==> config.mk <==
export PLATFORM = sky130hd
export DESIGN_NAME = multicycle_control
export DESIGN_NICKNAME = d
export VERILOG_FILES = /design/src/rtl/multicycle_control.sv
export SDC_FILE = /design/constraint.sdc
export NUM_CORES = 1
export LEC_CHECK = 0
export ABC_AREA = 1
export CORE_MARGIN = 8
export CORE_UTILIZATION = 42
export CTS_CLUSTER_SIZE = 25
export DETAILED_ROUTE_END_ITERATION = 6
export GPL_ROUTABILITY_DRIVEN = 1
export PLACE_DENSITY = 0.83
export SLEW_MARGIN = 5
export SYNTH_ARGS = -nofsm -noshare
export SYNTH_HDL_FRONTEND = slang
export SYNTH_SLANG_ARGS = --single-unit
==> constraint.sdc <==
create_clock -name clk -period 1.9 [get_ports clk]
set_clock_uncertainty 0.1 [all_clocks]
set_input_delay 0.38 -clock clk [delete_from_list [all_inputs] [get_ports clk]]
set_output_delay 0.38 -clock clk [all_outputs]
set_load 0.01 [all_outputs]
==> src/rtl/multicycle_control.sv <==
// Main control FSM for the multicycle MIPS-subset core: sequences fetch, decode,
// execute, memory and writeback over the shared datapath, stalling on mem_ready.
module multicycle_control #(
    parameter bit HALT_ON_ILLEGAL = 1'b1
) (
    input  logic       clk,
    input  logic       reset,
    input  logic [5:0] opcode,
    input  logic       zero,
    input  logic       mem_ready,
    output logic       pc_en,
    output logic       iord,
    output logic       mem_read,
    output logic       mem_write,
    output logic       ir_write,
    output logic       reg_dst,
    output logic       mem_to_reg,
    output logic       reg_write,
    output logic       alu_src_a,
    output logic [1:0] alu_src_b,
    output logic [1:0] alu_op,
    output logic [1:0] pc_src,
    output logic [3:0] state_dbg,
    output logic       illegal
);

    typedef enum logic [3:0] {
        S_FETCH  = 4'd0,
        S_DECODE = 4'd1,
        S_MEMADR = 4'd2,
        S_MEMRD  = 4'd3,
        S_MEMWB  = 4'd4,
        S_MEMWR  = 4'd5,
        S_EXEC   = 4'd6,
        S_ALUWB  = 4'd7,
        S_BRANCH = 4'd8,
        S_ADDIEX = 4'd9,
        S_ADDIWB = 4'd10,
        S_JUMP   = 4'd11,
        S_HALT   = 4'd15
    } state_e;

    localparam logic [5:0] OP_RTYPE = 6'b000000;
    localparam logic [5:0] OP_LW    = 6'b100011;
    localparam logic [5:0] OP_SW    = 6'b101011;
    localparam logic [5:0] OP_BEQ   = 6'b000100;
    localparam logic [5:0] OP_ADDI  = 6'b001000;
    localparam logic [5:0] OP_J     = 6'b000010;

    state_e state_q, state_d;
    logic   illegal_q, illegal_d;

    always_ff @(posedge clk) begin
        if (reset) begin
            state_q   <= S_FETCH;
            illegal_q <= 1'b0;
        end else begin
            state_q   <= state_d;
            illegal_q <= illegal_d;
        end
    end

    always_comb begin
        state_d   = state_q;
        illegal_d = illegal_q;
        case (state_q)
            S_FETCH:  state_d = mem_ready ? S_DECODE : S_FETCH;
            S_DECODE: begin
                case (opcode)
                    OP_LW, OP_SW: state_d = S_MEMADR;
                    OP_RTYPE:     state_d = S_EXEC;
                    OP_BEQ:       state_d = S_BRANCH;
                    OP_ADDI:      state_d = S_ADDIEX;
                    OP_J:         state_d = S_JUMP;
                    default: begin
                        illegal_d = 1'b1;
                        state_d   = HALT_ON_ILLEGAL ? S_HALT : S_FETCH;
                    end
                endcase
            end
            S_MEMADR: state_d = (opcode == OP_LW) ? S_MEMRD : S_MEMWR;
            S_MEMRD:  state_d = mem_ready ? S_MEMWB : S_MEMRD;
            S_MEMWB:  state_d = S_FETCH;
            S_MEMWR:  state_d = mem_ready ? S_FETCH : S_MEMWR;
            S_EXEC:   state_d = S_ALUWB;
            S_ALUWB:  state_d = S_FETCH;
            S_BRANCH: state_d = S_FETCH;
            S_ADDIEX: state_d = S_ADDIWB;
            S_ADDIWB: state_d = S_FETCH;
            S_JUMP:   state_d = S_FETCH;
            S_HALT:   state_d = S_HALT;
            default:  state_d = S_FETCH;
        endcase
    end

    // Moore decode of the state; FETCH and BRANCH also look at mem_ready / zero.
    always_comb begin
        pc_en      = 1'b0;
        iord       = 1'b0;
        mem_read   = 1'b0;
        mem_write  = 1'b0;
        ir_write   = 1'b0;
        reg_dst    = 1'b0;
        mem_to_reg = 1'b0;
        reg_write  = 1'b0;
        alu_src_a  = 1'b0;
        alu_src_b  = 2'b00;
        alu_op     = 2'b00;
        pc_src     = 2'b00;
        case (state_q)
            S_FETCH: begin
                mem_read  = 1'b1;
                alu_src_b = 2'b01;
                ir_write  = mem_ready;
                pc_en     = mem_ready;
            end
            S_DECODE: alu_src_b = 2'b11;
            S_MEMADR, S_ADDIEX: begin
                alu_src_a = 1'b1;
                alu_src_b = 2'b10;
            end
            S_MEMRD: begin
                mem_read = 1'b1;
                iord     = 1'b1;
            end
            S_MEMWB: begin
                reg_write  = 1'b1;
                mem_to_reg = 1'b1;
            end
            S_MEMWR: begin
                mem_write = 1'b1;
                iord      = 1'b1;
            end
            S_EXEC: begin
                alu_src_a = 1'b1;
                alu_op    = 2'b10;
            end
            S_ALUWB: begin
                reg_write = 1'b1;
                reg_dst   = 1'b1;
            end
            S_BRANCH: begin
                alu_src_a = 1'b1;
                alu_op    = 2'b01;
                pc_src    = 2'b01;
                pc_en     = zero;
            end
            S_ADDIWB: reg_write = 1'b1;
            S_JUMP: begin
                pc_src = 2'b10;
                pc_en  = 1'b1;
            end
            default: ;
        endcase
        // Reset silences every strobe immediately, even before the clock edge.
        if (reset) begin
            pc_en      = 1'b0;
            iord       = 1'b0;
            mem_read   = 1'b0;
            mem_write  = 1'b0;
            ir_write   = 1'b0;
            reg_dst    = 1'b0;
            mem_to_reg = 1'b0;
            reg_write  = 1'b0;
            alu_src_a  = 1'b0;
            alu_src_b  = 2'b00;
            alu_op     = 2'b00;
            pc_src     = 2'b00;
        end
    end

    assign state_dbg = reset ? 4'd0 : state_q;
    assign illegal   = illegal_q & ~reset;

endmodule

* Word level (Yosys, flattened, before mapping)
Index checks and enable logic that the tools add are counted.
Storage, ports and cells: ROM bits 0, output and inout bits 20, bits in writable memories 0, bits in latches 0, bits in registers 5, logic and storage cells 63, input bits 10, memories kept 0
Cells by class: shift operators 0, bitwise gates (word level) 3, multipliers 0, reduce and logical (&&, ||, !) cells 10, equality and inequality tests 17, div/mod/pow operators 0, mux-type cells 31, add/sub/neg operators 0, order comparisons 0
Operator list (number):
- $pmux W4 S8 | 1
- $eq A4 B4 Y1 const B | 5
- $pmux W4 S5 | 1
- $mux W1 | 18
- $eq A4 B3 Y1 const B | 4
- $eq A6 B6 Y1 const B | 2
- $mux W3 | 3
- $eq A4 B2 Y1 const B | 2
- $pmux W2 S2 | 2
- $reduce_or A2 Y1 | 4
- $eq A6 B2 Y1 const B | 1
- $eq A6 B3 Y1 const B | 1
- $eq A6 B4 Y1 const B | 1
- $logic_not A6 Y1 | 1
- $mux W2 | 3
- $pmux W2 S3 | 1
- $reduce_or A6 Y1 | 1
- $eq A4 B1 Y1 const B | 1
- $logic_not A4 Y1 | 1
- $mux W4 | 1
- $reduce_or A4 Y1 | 1
- $pmux W1 S3 | 1
- $reduce_or A3 Y1 | 1
- $not A1 Y1 | 2
- 2 further kinds | 2

* Depth between registers and ports, before layout
Gate-level depths: netlist of run 1.
depth in word-level cells 4, gate-level depth with buffers 9, gate-level depth less buffers 9

* Worst setup path after synthesis of run 1
No wires, ideal clock.
kind input port to output port, start point input port reset, end point output port alu_src_a, slack 0.107 ns, path buffers 1, cell stages on the path 6, data arrival time 1.313 ns, cell sequence clkbuf_1 nor2_1 nand2_1 nor2_1 nor2_1 o21ai_0
Between the ends: word-level cells in the longest chain between the ends 1
Ends and longest elaborated chain:
- from (decl) | RTL line 7 | input logic reset,
- $mux W1 | RTL line 156 | if (reset) begin
- to (decl) | RTL line 19 | output logic alu_src_a,
Every way passes these cells.

* Worst setup path after layout of run 1
start point register state_q[2], end point output port alu_src_a
Between the ends: word-level cells in the longest chain between the ends 4, elaborated cells on any way between the ends 7
Ends and longest elaborated chain:
- from (decl) | RTL line 50 | state_e state_q, state_d;
- from (signal assigned) | RTL line 58 | state_q <= state_d;
- $eq A4 B4 Y1, or another cell as far along | RTL line 110 | case (state_q)
- $reduce_or A4 Y1 (no source line) (*)
- $mux W1 (*) | RTL line 110
- $mux W1 (*) | RTL line 156
Mark *: on every way between the ends. The rest lies on a longest branch, timed or not.

==> flow_summary.toml, run 1 <==
[timing]
max_freq_mhz = 535
fin_crit_sh_pct = 98.4
rsz0062_at_grt = "yes"
finalMaxSlewViolations = 0
whs_ns = 0.373
finalCriticalPeriod_ns = 1.87
slew_headroom_pct = 76.3
finalHoldViolCount = 0
setup_viol = 0
worstMarginPinSlew_ns = 0.354

[worst_setup_path]
slowest_delay_ns = 0.35
critPathRequiredTime_ns = 1.42
crit_arrival_ns = 1.39
critPathTopFamily = "simple AND/OR/NAND/NOR gates"
crit_buf_inv = 3
cp-start-kind = "flip-flop"
critPathSlowestCell = "dfxtp_4"
cp_cell_sequence = "inv_2 -> nand2_2 -> nor2_4 -> nand2_1 -> inv_1 -> nor2_1 -> o21ai_1 -> buf_2"
worst_setup_path_end_kind = "primary output"
worstSetupPathType = "flip-flop to primary output"
cp_max_fo = 3

[floorplan]
die_w_um = 53.9
rows = 13
dieArea_um2 = 2910
core_um2 = 1320
die_h_um = 53.9
start_util_pct = 45.9
ios = 30

[place]
gp_congestion = 0.791
io_buffers = 29
hpwl_um = 1820

[finish]
nets = 185
mostFrequentLayoutCells = "nor2_1, buf_4, inv_1, nand2_1"
layout_commonest_cell = "nor2_1"
syn2layout_area_growth_pct = 83.2
drive_gt1_share_pct = 30.5
antenna_cells = 0

[synth]
ys_ff_latch = 5
yosysWarnings = 0
yosysUniqueCellTypes = 16
syn_area_um2 = 604
yosysSeqAreaShare_pct = 16.6
synthCells = 122
syn-num-nets = 132
avgSynthCellArea_um2 = 4.95

[global_routing]
grt.overflow.total = 0
grt_pass1_wl_um = 3970
antenna_found_initial = 0
grt_start_max_net_pins = 16
grt_usage_pct = 17.6
first_global_vias = 951

[detailed_routing]
wire_per_inst_um = 12.9
viasPerCell = 4.98
via_count = 941
drc = 0
first_pass_iters = 4
drt_iter0_drc = 52
ant_nets = 0
routed_wl_um = 2450

[power_and_ir_drop]
p_int_uw = 648
combPwrFrac_pct = 71.7
switching_share_pct = 46.9
p_sw_uw = 572
peakVddDrop_mv = 0.812
power_density_nw_per_um2 = 1100
clkPwrFrac_pct = 10.1
power.leakage_nw = 0.627
pwr-share-seq_pct = 18.2
p_total_mw = 1.22

[cts]
ctsRootBufferMaster = "clkbuf_4"
cts_setup_buffers = 0
cts_buffers = 3
cts_tree = "built"
clockBufferDepth = 2
ctsHoldBuffers = 0
clkTransAtPathRegs_ns = 0.05
clk_latency_ns = 0.25
cts_sinks = 5
htreeDepth = 1

[status]
status = "complete, no violations"

[flow_run]
max_cap_violations = 0

[hold_path]
worstHoldPathType = "flip-flop to flip-flop"
==> sequential cells by signal (all words and copies together) (netlist names) <==
| name | count |
|---|---|
| state_q | 4 |
| illegal_q | 1 |
==> path summary, 6_finish.rpt <==
check | from | end | slack (ns) | cells past startpoint
min reg2reg | illegal_q | illegal_q | 0.37 | 2
min | illegal_q | illegal_q | 0.37 | 2
max | state_q[2] | alu_src_a | 0.03 | 8
max reg2reg | state_q[0] | state_q[1] | 0.43 | 9
==> final cells by class <==
class | count | area (um2)
Clock buffer | 4 | 26.3
Tap cell | 15 | 18.8
Sequential cell | 5 | 110
Multi-Input combinational cell | 92 | 464
Fill cell | 94 | 210
Timing Repair Buffer | 50 | 402
Inverter | 23 | 86.3
==> per-stage QoR <==
step	util [%]	instance area, um2	worst slack (ns)	TNS (ns)	std cells
after global placement	80.7	1060	-0.471	-5.86	185
after floorplan	-	604	0.107	0	122
after global routing	84.0	1110	-0.0594	-0.115	189
after CTS	82.6	1090	0.00200	0	189
final	84.0	1110	0.0308	0	189
after detailed placement	80.7	1060	-0.516	-6.42	185
==> routing by layer <==
layer  part of all wire (%)  track usage, %
met3                    4.6            3.86
met4                      0            5.04
met5                      0               0
met1                     43            20.2
met2                     52            31.5
==> synthesized netlist by cell type <==
library cell,instances,area (um2)
o31ai_1,1,7.51
dfxtp_1,5,100
nor3_1,1,5.00
nor2_1,41,154
nand4_1,2,12.5
inv_1,22,82.6
nand3_1,14,70.1
nor2_4,2,22.5
a31oi_1,1,6.26
a21oi_1,7,35.0
inv_2,1,3.75
o21ai_0,1,5.00
nand2_4,1,11.3
nand2_1,20,75.1
nor2_2,1,6.26
clkbuf_1,2,7.51
==> power by group through the flow <==
stage          registers, mW  clock network [mW]  logic [mW]
6_report               0.222               0.124       0.875
5_1_grt                0.228               0.133       0.950
4_1_cts                0.204               0.126       0.835
3_5_place_dp           0.195                   0       0.860
3_3_place_gp           0.194                   0       0.840
2_1_floorplan          0.188                   0       0.391
==> timing repair <==
action,in CTS,in global routing
setup endpoints to repair,20,12
pin swaps,1,2
resized for setup,52,16
==> kinds of logic (layout without fill, tap and decap cells) <==
| kind of cell | Yosys count | count (layout) | share of synthesized area [%] |
|---|---|---|---|
| AOI/OAI and AO/OA | 10 | 10 | 8.90 |
| and+or+nand+nor | 82 | 82 | 59.0 |
| buffers and inverters | 25 | 77 | 15.5 |
| DFF | 5 | 5 | 16.6 |
==> tightest hold or removal path, stage by stage, from the launching register on <==
cell and delay (ns):
dfxtp_1 0.29, inv_1 0.07, a21oi_1 0.06
(Power assumes the default switching activity.)
==> inputs of run 2 (changes only) <==
HOLD_SLACK_MARGIN = 0.08   (was not set)
==> results of run 2 <==
The final DEF is identical to that of run 1; final timing and power are the same.
